`src/rtl/speed_stats.sv`:
```
`default_nettype none
// ============================================================================
// Module   : speed_stats
// Purpose  : Streaming speed statistics. Tracks the peak sample since the
//            last reset/clear and a moving average over the most recent DEPTH
//            samples. The average uses a circular buffer plus a running sum.
//            Each accepted sample adds the new value and subtracts the entry
//            it overwrites, so every sample costs one add and one subtract.
// Revision : 1.0 - initial release
// ----------------------------------------------------------------------------
// Parameters
//   WIDTH        bit width of speed samples and speed outputs
//   DEPTH        averaging window length; power of two in 2..256
// Ports
//   clk          rising-edge clock
//   r            asynchronous active-low reset
//   speed        unsigned speed sample
//   speed_valid  speed carries a new sample this cycle
//   clear        synchronous statistics clear; wins over speed_valid
//   max_speed    largest sample since reset/clear
//   max_update   one-cycle pulse when max_speed increased
//   avg_speed    mean of the last DEPTH samples (0 until the window is full)
//   avg_valid    window full, avg_speed meaningful
//   min_speed    smallest sample since reset/clear (SPEED_STATS_MIN_EN only)
// Configuration
//   SPEED_STATS_MIN_EN  when defined, adds the min_speed output and register
// ============================================================================
module speed_stats #(
  parameter int WIDTH = 12,
  parameter int DEPTH = 8
) (
  input  logic             clk,
  input  logic             r,
  input  logic [WIDTH-1:0] speed,
  input  logic             speed_valid,
  input  logic             clear,
  output logic [WIDTH-1:0] max_speed,
  output logic             max_update,
  output logic [WIDTH-1:0] avg_speed,
  output logic             avg_valid
`ifdef SPEED_STATS_MIN_EN
  ,
  output logic [WIDTH-1:0] min_speed
`endif
);

  localparam int PTR_W = $clog2(DEPTH);
  localparam int CNT_W = PTR_W + 1;
  // A full window of all-ones samples fits exactly in WIDTH+log2(DEPTH) bits,
  // so the running sum can never overflow.
  localparam int SUM_W = WIDTH + PTR_W;
  localparam logic [CNT_W-1:0] FILL_FULL = CNT_W'(DEPTH);
  localparam logic [PTR_W-1:0] PTR_LAST  = PTR_W'(DEPTH - 1);

  logic [WIDTH-1:0] sample_buf [DEPTH];
  logic [PTR_W-1:0] wr_ptr;
  logic [CNT_W-1:0] fill_cnt;
  logic [SUM_W-1:0] sum;

  logic             accept;
  logic             window_full;
  logic [WIDTH-1:0] evicted;
  logic [SUM_W-1:0] sum_next;
  logic             max_hit;

  // A clear in the same cycle discards the sample.
  assign accept      = speed_valid & ~clear;
  // Unwritten entries are held at zero, so evicting one during the initial
  // fill subtracts nothing.
  assign evicted     = sample_buf[wr_ptr];
  // The evicted entry is already part of sum, so the subtraction cannot
  // underflow.
  assign sum_next    = sum + SUM_W'(speed) - SUM_W'(evicted);
  assign window_full = (fill_cnt == FILL_FULL);
  assign max_hit     = accept && (speed > max_speed);

  // --------------------------------------------------------------------------
  // Sample buffer
  // --------------------------------------------------------------------------
  always_ff @(posedge clk or negedge r) begin
    if (!r) begin
      for (int i = 0; i < DEPTH; i++) begin
        sample_buf[i] <= '0;
      end
    end else if (clear) begin
      for (int i = 0; i < DEPTH; i++) begin
        sample_buf[i] <= '0;
      end
    end else if (accept) begin
      sample_buf[wr_ptr] <= speed;
    end
  end

  // --------------------------------------------------------------------------
  // Write pointer, fill counter and running sum
  // --------------------------------------------------------------------------
  always_ff @(posedge clk or negedge r) begin
    if (!r) begin
      wr_ptr   <= '0;
      fill_cnt <= '0;
      sum      <= '0;
    end else if (clear) begin
      wr_ptr   <= '0;
      fill_cnt <= '0;
      sum      <= '0;
    end else if (accept) begin
      wr_ptr <= (wr_ptr == PTR_LAST) ? '0 : wr_ptr + 1'b1;
      if (!window_full) begin
        fill_cnt <= fill_cnt + 1'b1;
      end
      sum <= sum_next;
    end
  end

  // --------------------------------------------------------------------------
  // Peak tracking
  // --------------------------------------------------------------------------
  always_ff @(posedge clk or negedge r) begin
    if (!r) begin
      max_speed  <= '0;
      max_update <= 1'b0;
    end else if (clear) begin
      max_speed  <= '0;
      max_update <= 1'b0;
    end else begin
      max_update <= max_hit;
      if (max_hit) begin
        max_speed <= speed;
      end
    end
  end

  // --------------------------------------------------------------------------
  // Average output
  // The average is registered from the already-registered sum, so it appears
  // one cycle after the sample edge. It is forced to zero until the window
  // has been filled once. Dropping the low log2(DEPTH) bits of the sum gives
  // the truncating division by DEPTH.
  // --------------------------------------------------------------------------
  always_ff @(posedge clk or negedge r) begin
    if (!r) begin
      avg_speed <= '0;
      avg_valid <= 1'b0;
    end else if (clear) begin
      avg_speed <= '0;
      avg_valid <= 1'b0;
    end else begin
      avg_valid <= window_full;
      avg_speed <= window_full ? sum[SUM_W-1:PTR_W] : '0;
    end
  end

`ifdef SPEED_STATS_MIN_EN
  // --------------------------------------------------------------------------
  // Minimum tracking. The all-ones reset value lets the first sample load
  // unless that sample is itself all-ones.
  // --------------------------------------------------------------------------
  always_ff @(posedge clk or negedge r) begin
    if (!r) begin
      min_speed <= '1;
    end else if (clear) begin
      min_speed <= '1;
    end else if (accept && (speed < min_speed)) begin
      min_speed <= speed;
    end
  end
`endif

endmodule
`default_nettype wire
```
`config.mk`:
```
export PLATFORM = sky130hd
export DESIGN_NAME = speed_stats
export DESIGN_NICKNAME = d
export VERILOG_FILES = /design/src/rtl/speed_stats.sv
export SDC_FILE = /design/constraint.sdc
export NUM_CORES = 1
export LEC_CHECK = 0
export BUFFER_PORTS_ARGS = -buffer_cell sky130_fd_sc_hd__buf_2
export CAP_MARGIN = 15
export CORE_MARGIN = 2
export CORE_UTILIZATION = 30
export CTS_BUF_LIST = sky130_fd_sc_hd__clkbuf_8
export DETAILED_ROUTE_END_ITERATION = 10
export PLACE_DENSITY_LB_ADDON = 0.2
export SYNTH_ARGS = -nofsm -noshare
export SYNTH_HDL_FRONTEND = slang
export SYNTH_SLANG_ARGS = --single-unit
```
`constraint.sdc`:
```
create_clock -name clk -period 9.9 [get_ports clk]
set_input_delay 0 -clock clk [delete_from_list [all_inputs] [get_ports clk]]
set_output_delay 0 -clock clk [all_outputs]
set_load 0.01 [all_outputs]
```
==> results of run 1 <==
worst paths after layout:
check / start / endpoint / slack, ns / depth (start not counted)
max in group asynchronous: r / wr_ptr[0] / 8.43 / 3
worst min-delay path: speed_valid / sum[8] / 0.09 / 3
worst min register to register: sample_buf[86] / sample_buf[86] / 0.52 / 2
worst max-delay path: wr_ptr[0] / sum[14] / 5.78 / 12
min in group asynchronous: r / max_speed[9] / 0.22 / 2
worst max register to register: wr_ptr[0] / sum[14] / 5.78 / 12
registers in the layout, summed over array words and instances (netlist names):
| register | cells |
|---|---|
| avg_valid | 1 |
| fill_cnt | 4 |
| sample_buf | 96 |
| sum | 15 |
| max_speed | 12 |
| max_update | 1 |
| wr_ptr | 3 |
| avg_speed | 12 |
what timing repair did:
item / in CTS / in global routing
hold endpoints to repair: 210 / 0
endpoints found under the setup margin: 0 / 0
hold buffers: 14 / 0
layer usage:
| layer | part of all wire (%) | wire (um) |
|---|---|---|
| met1 | 49 | 11480 |
| met2 | 47 | 11020 |
| met3 | 3.6 | 841 |
| met4 | 1.1 | 262 |
| met5 | 0 | 0 |
layout make-up:
cell class	count	area share (%)
multi-input combinational	637	44.13
sequential	144	39.40
clock buffer	18	2.708
inverter	69	2.831
tap	341	4.663
clock inverter	14	1.176
timing repair buffer	70	5.101
stage by stage:
stage               cells  utilization (%)
floorplan             923                -
global placement     1247            32.20
detailed placement   1247            32.20
CTS                  1293            34.05
global route         1293            34.05
finish               1293            34.05
logic make-up (layout without fill, tap and decap cells):
kind of cell / Yosys count / after routing / synth area share [%]
xor+xnor: 11 / 11 / 1.176
fa+ha+maj: 43 / 43 / 7.666
mux: 39 / 39 / 6.200
simple gates: 339 / 339 / 18.52
flops: 144 / 144 / 43.98
compound gates: 205 / 205 / 15.71
buf+inv: 142 / 171 / 6.735
synthesized netlist by cell type (10+ instances only):
cell type,n
nand2_1,215
dfrtp_1,144
a21oi_1,117
inv_1,69
clkbuf_1,56
nor2_1,37
ha_1,31
mux2i_1,17
nand3b_1,16
nor3_1,14
mux2_2,13
o211ai_1,13
buf_2,12
fa_1,12
nand3_1,12
nand4b_1,12
o32a_1,12
a22oi_1,10
power groups by stage:
stage               combinational, mW  sequential [mW]  clock [mW]
floorplan                       0.392            0.646           0
global placement                0.512            0.649           0
detailed placement              0.511            0.649           0
CTS                             0.519            0.638       0.450
global route                    0.582            0.642       0.476
finish                          0.513            0.637       0.440
worst max-delay path, delay by kind of cell, from the launching register on:
| family | cells | cell delay, ns |
|---|---|---|
| multiplexers | 4 | 1.47 |
| adder cells (fa/ha/maj) | 2 | 0.86 |
| buffers and inverters | 2 | 0.58 |
| flip-flops | 1 | 0.35 |
| AO/OA/AOI/OAI | 4 | 0.70 |
==> results.md, run 1 <==
- Critical Path RT: approximately 10 ns
- Maximum buffer depth of the clock tree: 2
- Pre-antenna DRT Iters: 5
- Hold Crit Class: in2reg
- FILL cells: approximately 2,800
- Final setup viols: 0
- Area grow syn2layout: 11.68%
- WS Path Type: reg2reg
- Largest net degree at the start of global routing: 97
- PnR worst setup slack: 5.783 ns
- Post-Route WL: 23.61 mm
- Drt initial violations: 625
- Synth warn: 0
- Clk slew on worst S/H paths: 0.10 ns
- Die height: 169.3 um
- Final instance area: 0.009150 sq mm
- Psw: 583.4 uW
- Layout cell share with drive strength beyond 1: 12.61%
- Mapped Area: 0.008193 sq mm
- Core Rows: 60
- Clock share of power: 27.7%
- Int Power: a little over 1 mW
- Post-route ant nets: 0
- Vias in the first global route: ~6,400
- Initial antenna violation count: 0
- GR Util met1: 24.45%
- Initial Utilization: 30.48%
- Top FF cell, synth: dfrtp_1
- RSZ-0062 raised after global routing: no
- Switching share of total power: 36.67%
- Reg power frac: 40.1%
- Final Slew Violations: 0
- Routed wire length per instance: about 18 um
- Critical Path Max Stage Delay: 0.58 ns
- GRT Overall Usage: 16.96%
- Seq. cell area: 0.003605 sq mm
- Area occupied by multi-input gates: 0.004038 sq mm
- Io pins: 42
- Tcrit/Tclk final: 41.58%
- CTS Buf Count: 17
- Ys async rst share: 100.0%
- Cell taking the most area after synthesis: dfrtp_1
- Cells after synthesis: 923
- Fin. Hold Viols: 0
- Die area: 0.02865 sq mm
- Power, Total: 1.591 mW
- Most common cell after layout, fill and taps aside: nand2_1
- CTS Sinks: 144
- Skew final: 0.01695 ns
- Syn_nets: between 900 and 1,000
- DP Worst Slack: 5.781 ns
- Placement Cell Area: 0.008655 sq mm
- Number of synthesized flops with an enable pin: 0
- Worst-Skew Late Latency: between 0.4 and 0.5 ns
- Via count: 6,543
- Avg Inst Size Synth: 8.876 sq um
- Yosys reg bits: 144
- Post-route DRC: 0
- Die width: roughly 170 um
- Post-layout net count: approximately 1,000
- Most used routing layer in global routing: met2
- Crit-path slowest cell: mux4_2
- First-pass GRT wire length: 37.70 mm
- Max-slew headroom: 28.95%
- Worst Setup End Kind: register
- CP startpoint kind: register
- CP most frequent cell: o21ai_1
- Worst-Margin Slew: 1.066 ns
- Pwr dens: 173.9 mW/mm^2
- Antenna cell count: 0
- Combinational Power Share: about a third
- CP max FO: 52
- CTS tree: built
- Top cell type's share of synthesized area: 43.98%
- Unique masters post-synth: 54
- Status: complete, no violations
- Post-layout min period: approximately 4.1 ns
- Root Driver: clkbuf_8
- Gp weighted congestion: approximately 0.80
- Top post-synthesis cells by area: dfrtp_1, nand2_1, a21oi_1
- Critical path, cell by cell: buf_4, mux4_2, mux2_2, fa_1, inv_1, ha_1, o21ai_1, o21ai_1, o221ai_2, o31ai_2, mux2i_1, mux2_1
- Sequential share of the synthesized area: 43.98%
- Max VDD drop: roughly 0.082 mV
- Grt ovf: 0
- H-tree depth: 4
- Post-CTS Setup Bufs: 0
- Leak: 3.935 nW
- F_max: between 200 and 250 MHz
- Grt met3 use: under 10%
- Most used cells in the layout excluding fill and tap cells: nand2_1, dfrtp_1, a21oi_1
- Met2 Use GR: a little over a quarter
- Core Region: 0.02688 sq mm
- Hold WS: about 0.095 ns
- Post-CTS resize count: 0
- Sum of negative setup slack: 0 ns
- PortBufs: 41
- Max-capacitance violation count: 0
- Vias per cell: 5.060
- Worst path arrival time: 4.46 ns
- Placed wire-length estimate: 15.21 mm
No activity file was read; power rests on OpenSTA's default activity.
==> run 2: changes to the inputs <==
- ABC_AREA: unset -> 1
- clock period: 9.9 -> 3.8 ns (I/O delays scaled with it)
==> results.md, run 2 <==
- Die height: 162.6 um
- CP bufs+invs: 2
- Die width: approximately 160 um
- Worst-Margin Slew: 0.8210 ns
- Reg power frac: 37.7%
- RR Startpoint: wr_ptr[1]
- CP most frequent cell: nand2_1
- Drt initial violations: 410
- Most common cell after layout, fill and taps aside: inv_1
- Pwr dens: 519.3 mW/mm^2
- Critical Path Sink: sum[10]
- Largest Register: sample_buf
- Status: complete, no violations
- GRT Overall Usage: 17.15%
- Cells after synthesis: 905
- Largest family of logic cells by synthesized area: simple AND/OR/NAND/NOR gates
- Min-delay src: speed[7]
- Top post-synthesis cells by area: dfrtp_1, inv_1, o22ai_1
- Most frequent cell after synthesis: inv_1
- Area grow syn2layout: 13.03%
- Most used routing layer in global routing: met2
- Sequential share of the synthesized area: 47.76%
- Critical path, cell by cell: inv_1, nand3_1, o22ai_1, nor2_1, o2111ai_1, fa_1, inv_1, ha_1, nand2_1, nor2_1, nand2_1, nand3_1, nand2_1, nand2_1, nand2_1, nand3_1, nand2_1
- Skew final: 0.01630 ns
- WS Path Type: reg2reg
- CP startpoint kind: register
- Initial antenna violation count: 0
- Sum of negative setup slack: 0 ns
- Die area: roughly 0.026 sq mm
- Yosys reg bits: between 100 and 150
- Core Rows: 58
- Reg-to-reg slack, setup: 0.41 ns
- Post-Route WL: 21.69 mm
- CP Depth: 17
- Clk slew on worst S/H paths: 0.10 ns
- Grt met3 use: under 10%
- Worst Reg2Reg Path Length in Cells: 17
- Post-route ant nets: 0
- CP startpoint: wr_ptr[1]
- Tcrit/Tclk final: between 80% and 90%
- Simple-gate share of the synthesized area: 16.90%
- Worst path arrival time: 3.72 ns
- Combinational Power Share: 32.4%
- Maximum buffer depth of the clock tree: 2
- Syn_nets: ~960
- Post-route DRC: 0
- Max-slew headroom: 45.26%
- Mapped Area: approximately 0.0075 sq mm
- Hold Crit Class: in2reg
- Placed wire-length estimate: 15.51 mm
- Initial Utilization: 30.22%
- GR Util met1: 24.92%
- Cell taking the most area after synthesis: dfrtp_1
- RSZ-0062 raised after global routing: no
- Root Driver: clkbuf_8
- Post-CTS resize count: 0
- Core Region: 0.02496 sq mm
- F_max: between 200 and 300 MHz
- Most used cells in the layout excluding fill and tap cells: inv_1, nand2_1, dfrtp_1
- Fraction of the mapped netlist area in adder cells: between 8 and 9%
- CP max FO: 11
- Top cell type's share of synthesized area: 47.76%
- Psw: 1.711 mW
- Max VDD drop: 0.2426 mV
- Critical Path Max Stage Delay: 0.56 ns
- PortBufs: 41
- Antenna cell count: 0
- Final Slew Violations: 0
- Met2 Use GR: 26.87%
- Synth warn: 0
- CTS tree: built
- Max reg flops: 96
- Gp weighted congestion: 0.8096
- Ys async rst share: 100.0%
- Biggest regs: sample_buf x96, sum x15
- Largest net degree at the start of global routing: 87
- Avg Inst Size Synth: 8.337 sq um
- FILL cells: 2,673
- Vias in the first global route: around 6,000
- Number of synthesized flops with an enable pin: 0
- Post-layout min period: 3.385 ns
- Layout cell share with drive strength beyond 1: 10.21%
- Via count: 6,162
- Final setup viols: 0
- Area occupied by multi-input gates: 0.003014 sq mm
- Routed wire length per instance: 16.81 um
- CTS Sinks: 144
- Int Power: 2.718 mW
- Vias per cell: 4.777
- H-tree depth: 4
- Synth Area in Compound Gates: 14.49%
- CTS Buf Count: 17
- Post-layout net count: approximately 1,000
- Fin. Hold Viols: 0
- Post-synthesis share of cell area spent on xor and xnor gates: less than 1%
- Switching share of total power: 38.63%
- First-pass GRT wire length: 34.71 mm
- Hold WS: 0.03153 ns
- Seq. cell area: 0.003603 sq mm
- R2R Path End: sum[10]
- Worst-Skew Late Latency: 0.45 ns
- Max-capacitance violation count: 0
- Pre-antenna DRT Iters: 5
- Critical Path RT: 4.14 ns
- Clock share of power: 29.9%
- Top Family by Delay on Critical Path: simple AND/OR/NAND/NOR gates
- Leak: 4.220 nW
- Worst Setup End Kind: register
- Unique masters post-synth: 33
- Top FF cell, synth: dfrtp_1
- Commonest cells in the netlist: inv_1, nand2_1, dfrtp_1
- Io pins: 42
- Crit-path slowest cell: fa_1
- Post-synthesis mux area share: 0%
- Grt ovf: 0
-- run 2: cell types whose count changed in the layout (fill, tap and decap cells not counted), sizes merged, moves of 13 or more --
cell    change
nand3      +62
mux2i      -17
inv       +139
a21oi      -96
nand2      -55
o21ai      +35
nand3b     -14
o22ai      +95
mux2       -14
nor2       +19
nor3       -13
-- run 2: worst min-delay path by stage --
stage,cells after the start,endpoint
after floorplan,0,avg_speed[0]
after global placement,1,max_speed[5]
after detailed placement,1,max_speed[7]
after CTS,5,max_speed[7]
after global routing,5,max_speed[3]
final,5,max_speed[7]
-- run 2: area by class of cell --
cell class	count	share of cell area (%)
multi-input combinational	529	35.34
inverter	203	8.964
sequential	144	42.25
tap	330	4.842
clock inverter	15	2.201
timing repair buffer	52	3.653
clock buffer	17	2.744
-- run 2: routing by layer --
metal	vias up	share of wire, %
li1	3033	-
met1	2992	51
met2	121	45
met3	16	3.7
met4	0	1.1
met5	-	0
-- run 2: power by group through the flow --
stage / Combinational (mW) / Sequential [mW] / Clock, mW
3_3_place_gp: 1.44 / 1.70 / 0
6_report: 1.44 / 1.67 / 1.32
2_1_floorplan: 1.05 / 1.69 / 0
3_5_place_dp: 1.43 / 1.70 / 0
5_1_grt: 1.67 / 1.68 / 1.43
4_1_cts: 1.45 / 1.67 / 1.35
-- run 2: worst min-delay path, stage by stage --
cell and delay [ns]:
buf_2 0.12, inv_1 0.12, nor2_1 0.09, nand2_1 0.07, nand2_1 0.05
-- run 2: logic make-up (layout without fill, tap and decap cells) --
| family | Yosys count | in the layout |
|---|---|---|
| buffers and inverters | 232 | 287 |
| DFF | 144 | 144 |
| xor gates and xnor gates | 2 | 2 |
| adders and majority gates | 43 | 43 |
| AOI/OAI and AO/OA | 185 | 185 |
| and+or+nand+nor | 299 | 299 |
-- run 2: what timing repair did --
action | CTS | global route
hold endpoints to repair | 90 | 0
buffers inserted | 0 | 0
hold buffers | 7 | 0
-- run 2: stage by stage --
| stage | std cells | power, mW | setup WS (ns) | instance area [sq um] | utilization, % |
|---|---|---|---|---|---|
| final | 1290 | 4.429 | 0.4148 | 8528 | 34.16 |
| after global routing | 1290 | 4.780 | 0.05688 | 8528 | 34.16 |
| after CTS | 1290 | 4.471 | 0.4174 | 8528 | 34.16 |
| after detailed placement | 1251 | 3.130 | 0.4476 | 8036 | 32.19 |
| after global placement | 1251 | 3.134 | 0.4088 | 8036 | 32.19 |
| after floorplan | 905 | 2.743 | 1.049 | 7545 | - |
==> run 3: changes to the inputs <==
- CORE_MARGIN: 2 -> unset
- HOLD_SLACK_MARGIN: unset -> 0.08
- SETUP_SLACK_MARGIN: unset -> 0.1
==> results.md, run 3 (synthesis results as in run 2) <==
- Max VDD drop: 0.2284 mV
- CP startpoint: wr_ptr[0]
- Critical path, cell by cell: inv_2, nand2_1, o22ai_1, nor2_1, o211ai_1, fa_1, inv_1, ha_1, nand2_1, nand2_1, nand2_1, nand2_1, a21oi_1, nand3_1, nand3_1, nand2_1
- Die area: 0.02579 sq mm
- Biggest regs: sample_buf x96, sum x15
- Worst Setup End Kind: register
- Worst path arrival time: 3.76 ns
- Drt initial violations: 432
- F_max: just under 300 MHz
- Leak: 4.236 nW
- CP startpoint kind: register
- Sum of negative setup slack: 0 ns
- Maximum buffer depth of the clock tree: 2
- Vias in the first global route: ~6,200
- Tcrit/Tclk final: 89.76%
- Layout cell share with drive strength beyond 1: 10.13%
- Area grow syn2layout: 13.47%
- Hold Crit Class: in2async
- Post-route DRC: 0
- Critical Path RT: 4.15 ns
- Die height: between 150 and 200 um
- CTS tree: built
- Power, Total: roughly 4.3 mW
- Top Family by Delay on Critical Path: simple AND/OR/NAND/NOR gates
- Via count: 6,167
- Fin. Hold Viols: 0
- Post-CTS Setup Bufs: 0
- Vias per cell: 4.777
- Most common cell after layout, fill and taps aside: inv_1
- Root Driver: clkbuf_8
- Initial antenna violation count: 0
- Worst-Skew Late Latency: between 0.4 and 0.5 ns
- Post-layout net count: 1,013
- Io pins: 42
- Post-Route WL: between 20 and 25 mm
- PortBufs: around 40
- Placed wire-length estimate: between 15 and 20 mm
- Status: complete, no violations
- CTS Buf Count: 17
- Largest Register: sample_buf
- Die width: 160.6 um
- Hold WS: approximately 0.13 ns
- Max-slew headroom: 48.41%
- CTS Sinks: roughly 140
- Antenna cell count: 0
- Pre-antenna DRT Iters: 5
- Post-route insts no fill: 1,291
- Routed wire length per instance: around 17 um
- Core Region: 0.02446 sq mm
- Worst-Margin Slew: around 0.77 ns
- Largest net degree at the start of global routing: 80
- Gp weighted congestion: 0.8183
- CP bufs+invs: 2
- Dpl cells: roughly 1,200
- Critical Path Max Stage Delay: 0.56 ns
- Post-route ant nets: 0
- Max-capacitance violation count: 0
- DP Worst Slack: 0.3729 ns
- Most used cells in the layout excluding fill and tap cells: inv_1, nand2_1, dfrtp_1
- PnR worst setup slack: 0.3891 ns
- Grt ovf: 0
- Skew final: 0.01717 ns
- Pwr dens: 505.3 mW/mm^2
- First-pass GRT wire length: ~36 mm
- GRT Overall Usage: 18.12%
- Final Slew Violations: 0
- Crit-path slowest cell: fa_1
- Core Rows: between 50 and 60
- H-tree depth: 4
- Max reg flops: 96
- CP max FO: 12
- RR Startpoint: wr_ptr[0]
- RSZ-0062 raised after global routing: no
- Post-layout min period: 3.411 ns
- CP most frequent cell: nand2_1
- WS Path Type: reg2reg
- Initial Utilization: 30.84%
- Clk slew on worst S/H paths: 0.10 ns
- Final setup viols: 0
run 3: cell types whose count changed in the layout (fill, tap and decap cells not counted), sizes merged:
cell and delta:
bufinv -1, clkbuf +2, dlygate4sd3 +7, clkinv +2, inv -3
run 3: final cells by class:
type                            count  area (sq um)
Fill cell                        2585         15900
Tap cell                          324         405.4
Inverter                          203         764.5
Sequential cell                   144          3603
Clock inverter                     13         125.1
Clock buffer                       19         261.5
Timing Repair Buffer               59         381.6
Multi-Input combinational cell    529          3019
run 3: per-layer routing:
metal / global-route usage, % / wire length (um)
met1: 25.39 / 10590
met5: 0 / 0
met4: 4.502 / 223
met3: 3.642 / 1044
met2: 28.57 / 10070
run 3: timing repair:
item	in CTS	in global routing
resized for setup	0	1
endpoints found under the setup margin	0	5
hold endpoints to repair	92	0
hold buffers	14	0
run 3: stage by stage:
step,utilization (%),instance area (sq um)
after floorplan,-,7545
after global placement,32.82,8029
after detailed placement,32.82,8029
after CTS,34.98,8556
after global routing,35.00,8561
final,35.00,8561
run 3: path summary, 6_finish.rpt:
path	depth (start not counted)	end	slack [ns]
setup / recovery	16	sum[14]	0.39
hold / removal	2	sum[10]	0.13
setup reg to reg	16	sum[14]	0.39
hold reg to reg	2	sum[9]	0.49
max in group asynchronous	3	sample_buf[20]	2.68
min in group clk	3	fill_cnt[3]	0.13
run 3: where the power goes:
part	switching, mW	total (mW)	internal, mW
Combinational	0.946	1.43	0.480
Clock	0.661	1.23	0.566
Sequential	0.0509	1.67	1.62
Total	1.66	4.33	2.67
